--- config.mk ---
export PLATFORM = sky130hd
export DESIGN_NAME = dec_digit_serializer_flat
export DESIGN_NICKNAME = d
export VERILOG_FILES = /design/src/rtl/dec_digit_serializer_if.sv /design/src/rtl/dec_digit_serializer.sv /design/src/flat_wrapper.sv
export SDC_FILE = /design/constraint.sdc
export NUM_CORES = 1
export LEC_CHECK = 0
export BUFFER_PORTS_ARGS = -buffer_cell sky130_fd_sc_hd__buf_2
export CORE_UTILIZATION = 56
export DETAILED_ROUTE_END_ITERATION = 8
export PLACE_DENSITY = 0.93
export SETUP_SLACK_MARGIN = 0.05
export SLEW_MARGIN = 20
export SYNTH_ARGS = -nofsm -noshare
export SYNTH_HDL_FRONTEND = slang
export SYNTH_SLANG_ARGS = --single-unit
--- constraint.sdc ---
create_clock -name clk -period 4.81 [get_ports clk]
set_clock_uncertainty 0.1 [all_clocks]
set_input_delay 0.962 -clock clk [delete_from_list [all_inputs] [get_ports clk]]
set_output_delay 0.962 -clock clk [all_outputs]
set_load 0.02 [all_outputs]
--- src/rtl/dec_digit_serializer_if.sv ---
// Digit-in / ASCII-out bundle for the decimal serializer.
// slave = serializer side, master = driver/sink side.
interface dec_digit_serializer_if;
  logic [3:0] i_digit;
  logic       i_digit_rd;
  logic       i_conv_rd;
  logic [7:0] o_char;
  logic       o_char_stb;
  logic       i_char_rdy;
  logic       o_busy;
  logic       o_done;
  logic       o_err;

  modport slave (
    input  i_digit,
    input  i_digit_rd,
    input  i_conv_rd,
    input  i_char_rdy,
    output o_char,
    output o_char_stb,
    output o_busy,
    output o_done,
    output o_err
  );

  modport master (
    output i_digit,
    output i_digit_rd,
    output i_conv_rd,
    output i_char_rdy,
    input  o_char,
    input  o_char_stb,
    input  o_busy,
    input  o_done,
    input  o_err
  );
endinterface

--- src/rtl/dec_digit_serializer.sv ---
// Collects LSB-first BCD digits into a LIFO and replays
// them MSB-first as ASCII bytes, plus optional terminator.
module dec_digit_serializer #(
  parameter int         DEPTH     = 3,
  parameter bit         TERM_EN   = 1'b1,
  parameter logic [7:0] TERM_CHAR = 8'h0A
) (
  input logic clk,
  input logic rst,
  dec_digit_serializer_if.slave bus
);

  localparam int CW = $clog2(DEPTH + 1);
  localparam logic [CW-1:0] ONE  = CW'(1);
  localparam logic [CW-1:0] FULL = CW'(DEPTH);

  typedef enum logic [1:0] {
    COLLECT,
    EMIT,
    TERM,
    DONE
  } state_t;

  state_t        state;
  state_t        state_nx;
  logic [CW-1:0] count;
  logic [CW-1:0] top;
  logic [3:0]    stack [DEPTH];
  logic [3:0]    cur;
  logic          cur_bad;
  logic          err;

  assign top     = count - ONE;
  assign cur     = stack[top];
  assign cur_bad = cur > 4'd9;
  assign bus.o_err = err;

  // State register
  always_ff @(posedge clk) begin
    if (rst) state <= COLLECT;
    else     state <= state_nx;
  end

  // Next state and byte-stream outputs
  always_comb begin
    state_nx       = state;
    bus.o_char     = 8'h00;
    bus.o_char_stb = 1'b0;
    bus.o_busy     = 1'b0;
    bus.o_done     = 1'b0;
    unique case (state)
      COLLECT: begin
        if (bus.i_conv_rd && !bus.i_digit_rd
            && count != '0)
          state_nx = EMIT;
      end
      EMIT: begin
        bus.o_char_stb = 1'b1;
        bus.o_busy     = 1'b1;
        bus.o_char     = cur_bad ? 8'h3F
                       : 8'h30 + {4'h0, cur};
        if (bus.i_char_rdy && count == ONE)
          state_nx = TERM_EN ? TERM : DONE;
      end
      TERM: begin
        bus.o_char_stb = 1'b1;
        bus.o_busy     = 1'b1;
        bus.o_char     = TERM_CHAR;
        if (bus.i_char_rdy) state_nx = DONE;
      end
      DONE: begin
        bus.o_done = 1'b1;
        state_nx   = COLLECT;
      end
      default: state_nx = COLLECT;
    endcase
  end

  // Digit stack, count and sticky error flag
  always_ff @(posedge clk) begin
    if (rst) begin
      count <= '0;
      err   <= 1'b0;
    end else begin
      unique case (state)
        COLLECT: begin
          if (bus.i_digit_rd) begin
            if (count != FULL) begin
              stack[count] <= bus.i_digit;
              count        <= count + ONE;
            end else begin
              err <= 1'b1;
            end
          end
        end
        EMIT: begin
          if (cur_bad || bus.i_digit_rd) err <= 1'b1;
          if (bus.i_char_rdy) count <= count - ONE;
        end
        TERM: begin
          if (bus.i_digit_rd) err <= 1'b1;
        end
        DONE: begin
          count <= '0;
          if (bus.i_digit_rd) err <= 1'b1;
        end
        default: count <= '0;
      endcase
    end
  end

endmodule

--- src/flat_wrapper.sv ---
// flat-port wrapper written by rule: the top's interface ports become plain ports
module dec_digit_serializer_flat 
#(
  parameter int         DEPTH     = 3,
  parameter bit         TERM_EN   = 1'b1,
  parameter logic [7:0] TERM_CHAR = 8'h0A
)
  (clk, rst, bus_i_digit, bus_i_digit_rd, bus_i_conv_rd, bus_i_char_rdy, bus_o_char, bus_o_char_stb, bus_o_busy, bus_o_done, bus_o_err);
  dec_digit_serializer_if bus_i ();
  input logic clk;
  input logic rst;
  input wire logic [$bits(bus_i.i_digit)-1:0] bus_i_digit;
  input wire logic [$bits(bus_i.i_digit_rd)-1:0] bus_i_digit_rd;
  input wire logic [$bits(bus_i.i_conv_rd)-1:0] bus_i_conv_rd;
  input wire logic [$bits(bus_i.i_char_rdy)-1:0] bus_i_char_rdy;
  output wire logic [$bits(bus_i.o_char)-1:0] bus_o_char;
  output wire logic [$bits(bus_i.o_char_stb)-1:0] bus_o_char_stb;
  output wire logic [$bits(bus_i.o_busy)-1:0] bus_o_busy;
  output wire logic [$bits(bus_i.o_done)-1:0] bus_o_done;
  output wire logic [$bits(bus_i.o_err)-1:0] bus_o_err;
  assign bus_i.i_digit = bus_i_digit;
  assign bus_i.i_digit_rd = bus_i_digit_rd;
  assign bus_i.i_conv_rd = bus_i_conv_rd;
  assign bus_i.i_char_rdy = bus_i_char_rdy;
  assign bus_o_char = bus_i.o_char;
  assign bus_o_char_stb = bus_i.o_char_stb;
  assign bus_o_busy = bus_i.o_busy;
  assign bus_o_done = bus_i.o_done;
  assign bus_o_err = bus_i.o_err;
  dec_digit_serializer #(.DEPTH(DEPTH), .TERM_EN(TERM_EN), .TERM_CHAR(TERM_CHAR)) u_core (.clk(clk), .rst(rst), .bus(bus_i));
endmodule
Word level (Yosys, flattened, before mapping)
Memory sizes are Yosys's and may differ from the RTL's.
Cells that the tools add are included.
{ "word_totals": {"n_memories": 1, "mem_bits_rw": 12, "ff_bits": 5, "elab_cells": 57, "in_bits": 9} }
{ "classes": {"muxes": 22, "magnitude_cmp": 1, "n_reduce_logical": 13, "n_addsub": 3, "eq_ne": 14} }
{ "mem_list": {"columns": ["name", "words", "width", "rd", "rd_ports_with_merged_regs", "write_ports", "line", "rtl"], "rows": [
  ["u_core.stack", 3, 4, 1, 0, 1, "dec_digit_serializer.sv:28", "logic [3:0] stack [DEPTH];"]
]} }
{ "op_table": {"columns": ["operator", "count"], "rows": [
  ["$pmux 8 s2", 1],
  ["$mux 2", 6],
  ["$mux 1", 11],
  ["$ne 2x1->1 const B", 5],
  ["$ne 2x2->1 const B", 5],
  ["$mux 8", 1],
  ["$pmux 2 s4", 1],
  ["$reduce_and 4->1", 2],
  ["$add 6x4->7 const A", 1],
  ["$pmux 2 s3", 1],
  ["$eq 2x1->1 const B", 2],
  ["$eq 2x2->1 const B", 2],
  ["$gt 4x4->1 const B", 1],
  ["$reduce_or 2->1", 2],
  ["$logic_and 1x1->1", 3],
  ["$pmux 1 s3", 1],
  ["$reduce_and 3->1", 1],
  ["$reduce_bool 3->1", 1],
  ["$add 2x1->2 const B", 1],
  ["$logic_not 2->1", 1],
  ["$reduce_bool 2->1", 1],
  ["$sub 2x1->2 const B", 1],
  ["$logic_not 1->1", 1],
  ["$logic_or 1x1->1", 1]
]} }

Logic depth before layout (Yosys ltp)
Gate-level depths: netlist (run 1).
{ "depth": {"ltp_word": 6, "mapped_depth": 8, "ltp_nobuf": 6} }

Least setup slack after synthesis (run 1)
OpenSTA, ideal clock, no wires.
{ "synth_path": {"path_kind": "register to output", "startpoint": "reg u_core.count[0]", "endpoint": "out bus_o_char[0]", "path_slack_ps": 1857, "stages_incl_launch_ff": 9, "n_path_buf": 2, "t_arrival_ps": 1891, "required_time_ps": 3748, "cell_sequence": "dfxtp_1 buf_2 inv_1 ha_1 clkbuf_1 nor2_1 a21oi_1 o21ai_1 a21oi_1"} }
{ "synth_via": {"elab_chain_len": 5} }
{ "synth_lines": {"columns": ["item", "line", "rtl"], "rows": [
  ["start: declaration", "dec_digit_serializer.sv:26", "logic [CW-1:0] count;"],
  ["start signal: assignment", "dec_digit_serializer.sv:90", "count <= count + ONE;"],
  ["start signal: assignment", "dec_digit_serializer.sv:98", "if (bus.i_char_rdy) count <= count - ONE;"],
  ["$sub 2x1->2 (*)", "dec_digit_serializer.sv:33", "assign top = count - ONE;"],
  ["$mem_v2 3x4 (*)", null, null],
  ["$add 6x4->7 or $gt 4x4->1 (tied branches)", "dec_digit_serializer.sv:61, dec_digit_serializer.sv:35", null],
  ["$mux 8 (*)", "dec_digit_serializer.sv:60", "bus.o_char = cur_bad ? 8'h3F"],
  ["$pmux 8 s2 (*)", "dec_digit_serializer.sv:51", "unique case (state)"],
  ["end: declaration", "flat_wrapper.sv:16", "output wire logic [$bits(bus_i.o_char)-1:0] bus_o_char;"]
]} }
Every way passes the cells marked *; elsewhere a longest branch is shown, timed or not.

Final worst setup path (run 1)
Ends and elaborated chain as after synthesis.

==> impl_results.md, run 1 <==
* Clk pin slew, worst setup/hold paths at about 0.090 ns
* Clk network pwr share at between 10% and 20%
* Clock sink total at 17
* Power density over cell area at roughly 560 nW/um2
* 1st-iter DRT viols at 23
* Net Sw Frac at 42.9%
* Clock tree buffer depth at 2
* Gr ovfl total at 0
* R2R setup slack at between 2 and 3 ns
* Min-Delay Path Class: reg -> reg
* GPL Wtd Cong at between 0.7 and 0.8
* Mean routed wirelength per cell at 14.4 um
* CP Launch Type: register
* Num CTS Buffers at 3
* Fin. Hold Viols at 0
* Post-CTS Hold Buffers at 0
* Antenna cells at 0
* Synth area leader: edfxtp_1
* Synth top area share at around 39%
* Tmin final at approximately 3.4 ns
* Clk Latency, worst-skew pair at 0.28 ns
* Leakage power at around 0.44 nW
* Crit path max-delay cell type: dfxtp_1
* Area Growth Syn to Fin at 9.36%
* Placeable Area at between 1500 and 2000 um2
* Slew HR at about 65%
* Hold Worst Slack at roughly 0.43 ns
* Fin. max-slew vios at 0
* Asr flop ratio synth at 0%
* FMAX at ~300 MHz
* Tightest Pin Transition at 0.527 ns
* Hold endpoint: u_core.state[0]$_SDFFE_PP0P_
* First-pass iteration count of the detailed router at 4
* Vias in the first global route at approximately 660
* Share of power burned in registers at between 30% and 40%
* First-pass GRT wire length at ~2800 um
* Final net count at between 100 and 150
* Chip height at roughly 43 um
* Combinational share of power at between 50 and 60%
* CTS tree: yes
* Critical Path AT at roughly 2.3 ns
* Crit Path Max Fanout at 9
* Crit path kind: reg -> out
* Commonest cells after routing, fill and taps aside: 18 x buf_2, 12 x nor2_1, 12 x edfxtp_1
* Worst setup EP type: output port
* Vias per cell at between 5 and 6
* Maximum VDD drop at around 270 uV
* RSZ-0062 raised after global routing: false
* Hold path start: u_core.state[0]$_SDFFE_PP0P_
* Worst Path Buf+Inv at 2
* Placed Cells at 116
* Int Pwr at about 0.33 mW
* Layout Cells excl Fill at 120
* Mapped Cells at slightly below 90
* Site Rows at 14
* DRC at 0
* Initial Util at between 60% and 70%
* Initial antenna violation count at 0
* Layout cell share with drive strength beyond 1 at about a fifth
* Crit-path most repeated cell: a21oi_1
* Largest delay share family, worst path: compound AO/OA/AOI/OAI gates
* # resized after CTS at 0
* Reg2reg path depth at 6
* Largest net degree at the start of global routing at 13
* Clk root buf: clkbuf_4
* FF-to-FF End: u_core.state[1]$_SDFFE_PP0P_
* Avg Inst Size Synth at 10.6 um2
* H-tree level count at 1
* Via count at around 700
* Setup TNS at 0 ns
* Crit share post-route at roughly 70%
* Area of the die at about 1800 um2
* DRT Wirelength at between 1500 and 2000 um
* Synth area leaders: edfxtp_1 39%, dfxtp_1 11%, ha_1 11%, mux2i_1 7.5%, nor2_1 4.8%
* Final HPWL DP at 1310 um
* Post-synth EDFFs at 12
* Most common cell after layout, fill and taps aside: buf_2
* Psw at about 0.25 mW
* Synth warnings at 0
* Netlist cell types at 27
* FF-to-FF Start: u_core.count[0]$_SDFFE_PP0P_
* Final setup violation count at 0
* Status: finished clean
* CP peak stage delay at ~0.57 ns
* Worst hold stages at 2
* Crit path required time at around 3.8 ns
* Total track usage at between 20% and 30%
* Synthesis-stage register bit count at 17
* Port bufs at 18
* DIE WIDTH at between 40 and 50 um
* # IOs at 21
* Post-route cell area at 1020 um2
* Sequential fraction of the synthesis area at between 40% and 50%
* Synth Cell Area at between 900 and 1000 um2
* Cell Area, Placed at approximately 1000 um2
* Max-cap violations at 0
* Setup bufs post-CTS at 0
* Primary FF master, synth: edfxtp_1
* ANT nets after route at 0
* Cell breakdown of the critical path: inv_1, ha_1, nor2_1, a21oi_1, o21ai_1, a21oi_1, buf_2
-- worst reg2reg max path, cell delays in order, from the launching register on --
cell	delay [ns]
dfxtp_1	0.57
inv_1	0.13
ha_1	0.23
or3b_1	0.34
a222oi_1	0.41
mux2i_1	0.25
nor2_1	0.05
-- sequential cells by signal, indices dropped and copies added (netlist names) --
register and cells:
u_core.bus.o_err 1, u_core.stack 12, u_core.count 2, u_core.state 2
-- cell usage after synthesis, types with 2 or more instances --
library cell and number:
edfxtp_1 12, nor2_1 12, ha_1 8, a21oi_1 7, mux2i_1 7, inv_1 6
dfxtp_1 5, buf_4 4, nand2_1 4, a211oi_1 3, and2_1 3, o21ai_0 2
-- per-stage QoR --
stage	utilization, %	power [mW]	worst slack [ns]
2_1_floorplan	-	0.448	1.86
5_1_grt	66.4	0.613	1.22
3_5_place_dp	64.7	0.500	1.74
3_3_place_gp	64.7	0.484	1.91
6_report	66.4	0.573	1.43
4_1_cts	66.4	0.574	1.41
-- per-layer routing --
metal,routed length (um),global-route usage (%)
met3,80,3.83
met1,699,24.2
met2,933,39.1
met4,18,9.38
met5,0,0
-- power by group through the flow --
stage	combinational, mW	clock [mW]	sequential, mW
6_report	0.288	0.0745	0.210
5_1_grt	0.317	0.0824	0.214
4_1_cts	0.289	0.0758	0.210
3_5_place_dp	0.286	0	0.214
3_3_place_gp	0.273	0	0.212
2_1_floorplan	0.241	0	0.206
-- final cells by class --
class                           instances  area [um2]
Fill cell                             139         518
Sequential cell                        17         460
Clock buffer                            4        26.3
Timing Repair Buffer                   18        90.1
Multi-Input combinational cell         59         404
Tap cell                               16        20.0
Inverter                                6        22.5
-- kinds of logic (layout without fill, tap and decap cells) --
| kind of cell | Yosys count | in the layout | synth area share (%) |
|---|---|---|---|
| fa+ha+maj | 8 | 8 | 10.7 |
| mux | 7 | 7 | 7.49 |
| compound gates | 18 | 18 | 12.2 |
| buf+inv | 13 | 28 | 8.02 |
| simple gates | 24 | 24 | 12.0 |
| flops | 17 | 17 | 49.2 |
| other cells | 1 | 2 | 0.401 |
-- how the worst max path moves through the flow --
stage,start,endpoint,slack (ns),cells past startpoint
floorplan,u_core.count[0]$_SDFFE_PP0P_,bus_o_char[0],1.86,8
global placement,u_core.count[0]$_SDFFE_PP0P_,bus_o_char[0],1.91,7
detailed placement,u_core.count[0]$_SDFFE_PP0P_,bus_o_char[0],1.74,7
CTS,u_core.count[0]$_SDFFE_PP0P_,bus_o_char[0],1.41,7
global route,u_core.count[0]$_SDFFE_PP0P_,bus_o_char[0],1.22,7
finish,u_core.count[0]$_SDFFE_PP0P_,bus_o_char[0],1.43,7
(Power assumes the default switching activity.)
==> run 2, diff against run 1 <==
--- a/config.mk
+++ b/config.mk
@@ -6,9 +6,10 @@
 export NUM_CORES = 1
 export LEC_CHECK = 0
 export BUFFER_PORTS_ARGS = -buffer_cell sky130_fd_sc_hd__buf_2
-export CORE_UTILIZATION = 56
+export CORE_ASPECT_RATIO = 1.4
+export CORE_UTILIZATION = 47
 export DETAILED_ROUTE_END_ITERATION = 8
-export PLACE_DENSITY = 0.93
+export PLACE_DENSITY = 0.85
 export SETUP_SLACK_MARGIN = 0.05
 export SLEW_MARGIN = 20
 export SYNTH_ARGS = -nofsm -noshare
==> constraint.sdc (replaced) <==
create_clock -name clk -period 3.01 [get_ports clk]
set_clock_uncertainty 0.1 [all_clocks]
set_input_delay 0.602 -clock clk [delete_from_list [all_inputs] [get_ports clk]]
set_output_delay 0.602 -clock clk [all_outputs]
set_load 0.02 [all_outputs]
==> impl_results.md, run 2 (synthesized netlist as in run 1, its figures left out) <==
* Status: finished clean
* Largest Register: u_core.stack
* Setup bufs post-CTS at 0 (unchanged)
* Crit path kind: reg -> out
* Area Growth Syn to Fin at 10.6%
* Crit share post-route at about 92%
* Largest net degree at the start of global routing at 13 (unchanged)
* Largest regs: u_core.stack: 12 flops, u_core.count: 2 flops, u_core.state: 2 flops
* Antenna cells at 0 (unchanged)
* Setup TNS at 0 ns (unchanged)
* Largest register FFs at 12 (unchanged)
* Leakage power at 0.443 nW (+0.76%)
* First-pass iteration count of the detailed router at 4 (unchanged)
* FMAX at between 300 and 400 MHz
* First-pass GRT wire length at 2670 um (-4.4%)
* Tmin final at 2.76 ns
* Site Rows at 18 (+4)
* FF-to-FF End: u_core.state[1]$_SDFFE_PP0P_
* Power density over cell area at 890 nW/um2 (+59%)
* Hold endpoint: u_core.stack[0][3]$_DFFE_PP_
* Tightest Pin Transition at 0.509 ns (-0.0173 ns)
* Layout Cells excl Fill at 124 (+3.3%)
* Clock tree buffer depth at 2 (unchanged)
* Reg2reg path depth at 6 (unchanged)
* Chip height at 54.8 um (+28%)
* Initial Util at 51.3% (-9.4 points)
* Most common cell after layout, fill and taps aside: buf_2
* Commonest cells after routing, fill and taps aside: 18 x buf_2, 12 x nor2_1, 12 x edfxtp_1
* Hold path start: bus_i_digit[3]
* Slew HR at 66.0% (+1.2 points)
* CTS tree: yes
* Final Core Density at 56.7% (-9.7 points)
* Port bufs at 18 (unchanged)
* Hold Worst Slack at 0.406 ns (-0.0286 ns)
* Vias in the first global route at 608 (-7.5%)
* DIE WIDTH at 39.7 um (-7.4%)
* DRC at 0 (unchanged)
* Fin. Hold Viols at 0 (unchanged)
* Placed Cells at 120 (+3.4%)
* Clock sink total at 17 (unchanged)
* Final setup violation count at 0 (unchanged)
* Maximum VDD drop at 388 uV (+44%)
* Gr ovfl total at 0 (unchanged)
* DRT Wirelength at 1720 um (-0.98%)
* Crit path required time at 2.31 ns (-1.44 ns)
* ANT nets after route at 0 (unchanged)
* Crit path max-delay cell type: dfxtp_2
* Mean routed wirelength per cell at 13.8 um (-4.2%)
* CP peak stage delay at 0.46 ns (-0.11 ns)
* Worst setup EP type: output port
* Initial antenna violation count at 0 (unchanged)
* Layout cell share with drive strength beyond 1 at 23.1% (+2.9 points)
* Crit-path most repeated cell: a21oi_1
* Worst hold stages at 1 (-1)
* Fin. max-slew vios at 0 (unchanged)
* Vias per cell at 5.59 (-2.9%)
* R2R setup slack at 1.03 ns (-1.61 ns)
* Cell breakdown of the critical path: inv_1, ha_1, nor2_1, a21oi_1, o21ai_1, a21oi_1, buf_2
* Tot Pwr at 0.921 mW (+61%)
* # fillers at 163 (+17%)
* 1st-iter DRT viols at 5 (-78%)
* GPL Wtd Cong at 0.763 (-3.4%)
* Placeable Area at 1820 um2 (+18%)
* Clk root buf: clkbuf_4
* Crit Path Max Fanout at 9 (unchanged)
* # IOs at 21 (unchanged)
* CP Launch Type: register
* Num CTS Buffers at 3 (unchanged)
* H-tree level count at 1 (unchanged)
* Via count at 693 (+0.29%)
* Clk pin slew, worst setup/hold paths at 0.10 ns (about the same)
* Final HPWL DP at 1300 um (-0.84%)
* Min-Delay Path Class: in -> reg
* Clk Latency, worst-skew pair at 0.29 ns (about the same)
* Final net count at 122 (unchanged)
* Critical Path AT at 2.05 ns (-0.27 ns)
* Max-cap violations at 0 (unchanged)
* Area of the die at 2180 um2 (+18%)
* RSZ-0062 raised after global routing: false
* Total track usage at 18.8% (-2.7 points)
* FF-to-FF Start: u_core.count[0]$_SDFFE_PP0P_
==> run 2: cell count changes in the layout (fill, tap and decap cells not counted) <==
cell,delta
clkinv_2,+1
dfxtp_1,-1
a21oi_2,+1
clkbuf_1,-1
dfxtp_2,+1
a21oi_1,-1
==> run 2: area by class of cell <==
| cell class | instances | area (um2) | share of cell area, % |
|---|---|---|---|
| clock buffers | 3 | 22.5 | 2.18 |
| clock inverters | 1 | 5.00 | 0.484 |
| inverters | 6 | 22.5 | 2.18 |
| multi-input cells | 59 | 408 | 39.4 |
| flip-flops and latches | 17 | 462 | 44.6 |
| well taps | 20 | 25.0 | 2.42 |
| repair buffers | 18 | 90.1 | 8.71 |
==> run 2: power by group <==
part	internal, mW	switching [mW]
registers	0.297	0.0420
clock network	0.0493	0.0722
logic	0.178	0.282
==> run 2: per-stage QoR <==
| step | instance area (um2) | setup slack, ns |
|---|---|---|
| floorplan | 940 | 0.417 |
| detailed placement | 1000 | 0.400 |
| CTS | 1030 | 0.0648 |
| finish | 1030 | 0.253 |
| global route | 1030 | 0.0822 |
| global placement | 1000 | 0.492 |
==> run 2: timing repair <==
action / in CTS / in global routing
hold buffers: 0 / 0
gates resized for setup: 0 / 2
setup endpoints to repair: 0 / 4
==> run 2: critical path: cells and delay by family, from the launching register on <==
family	cells	cell delay, ns
AO/OA/AOI/OAI	3	0.50
adder cells (fa/ha/maj)	1	0.46
AND/OR/NAND/NOR	1	0.08
flip-flops	1	0.46
buffers and inverters	2	0.26
==> run 2: worst max path at each step <==
stage | from | to | cells past startpoint
final | u_core.count[0]$_SDFFE_PP0P_ | bus_o_char[0] | 7
after global routing | u_core.count[0]$_SDFFE_PP0P_ | bus_o_char[0] | 7
after CTS | u_core.count[0]$_SDFFE_PP0P_ | bus_o_char[0] | 7
after detailed placement | u_core.count[0]$_SDFFE_PP0P_ | bus_o_char[0] | 7
after global placement | u_core.count[0]$_SDFFE_PP0P_ | bus_o_char[0] | 7
after floorplan | u_core.count[0]$_SDFFE_PP0P_ | bus_o_char[0] | 8
==> run 2: metal layers <==
| metal | track usage (%) | wire, um | vias to the layer above |
|---|---|---|---|
| met1 | 20.1 | 676 | 333 |
| met5 | 0 | 0 | - |
| li1 | - | - | 337 |
| met4 | 12.1 | 44 | 0 |
| met3 | 4.07 | 64 | 4 |
| met2 | 32.2 | 929 | 19 |
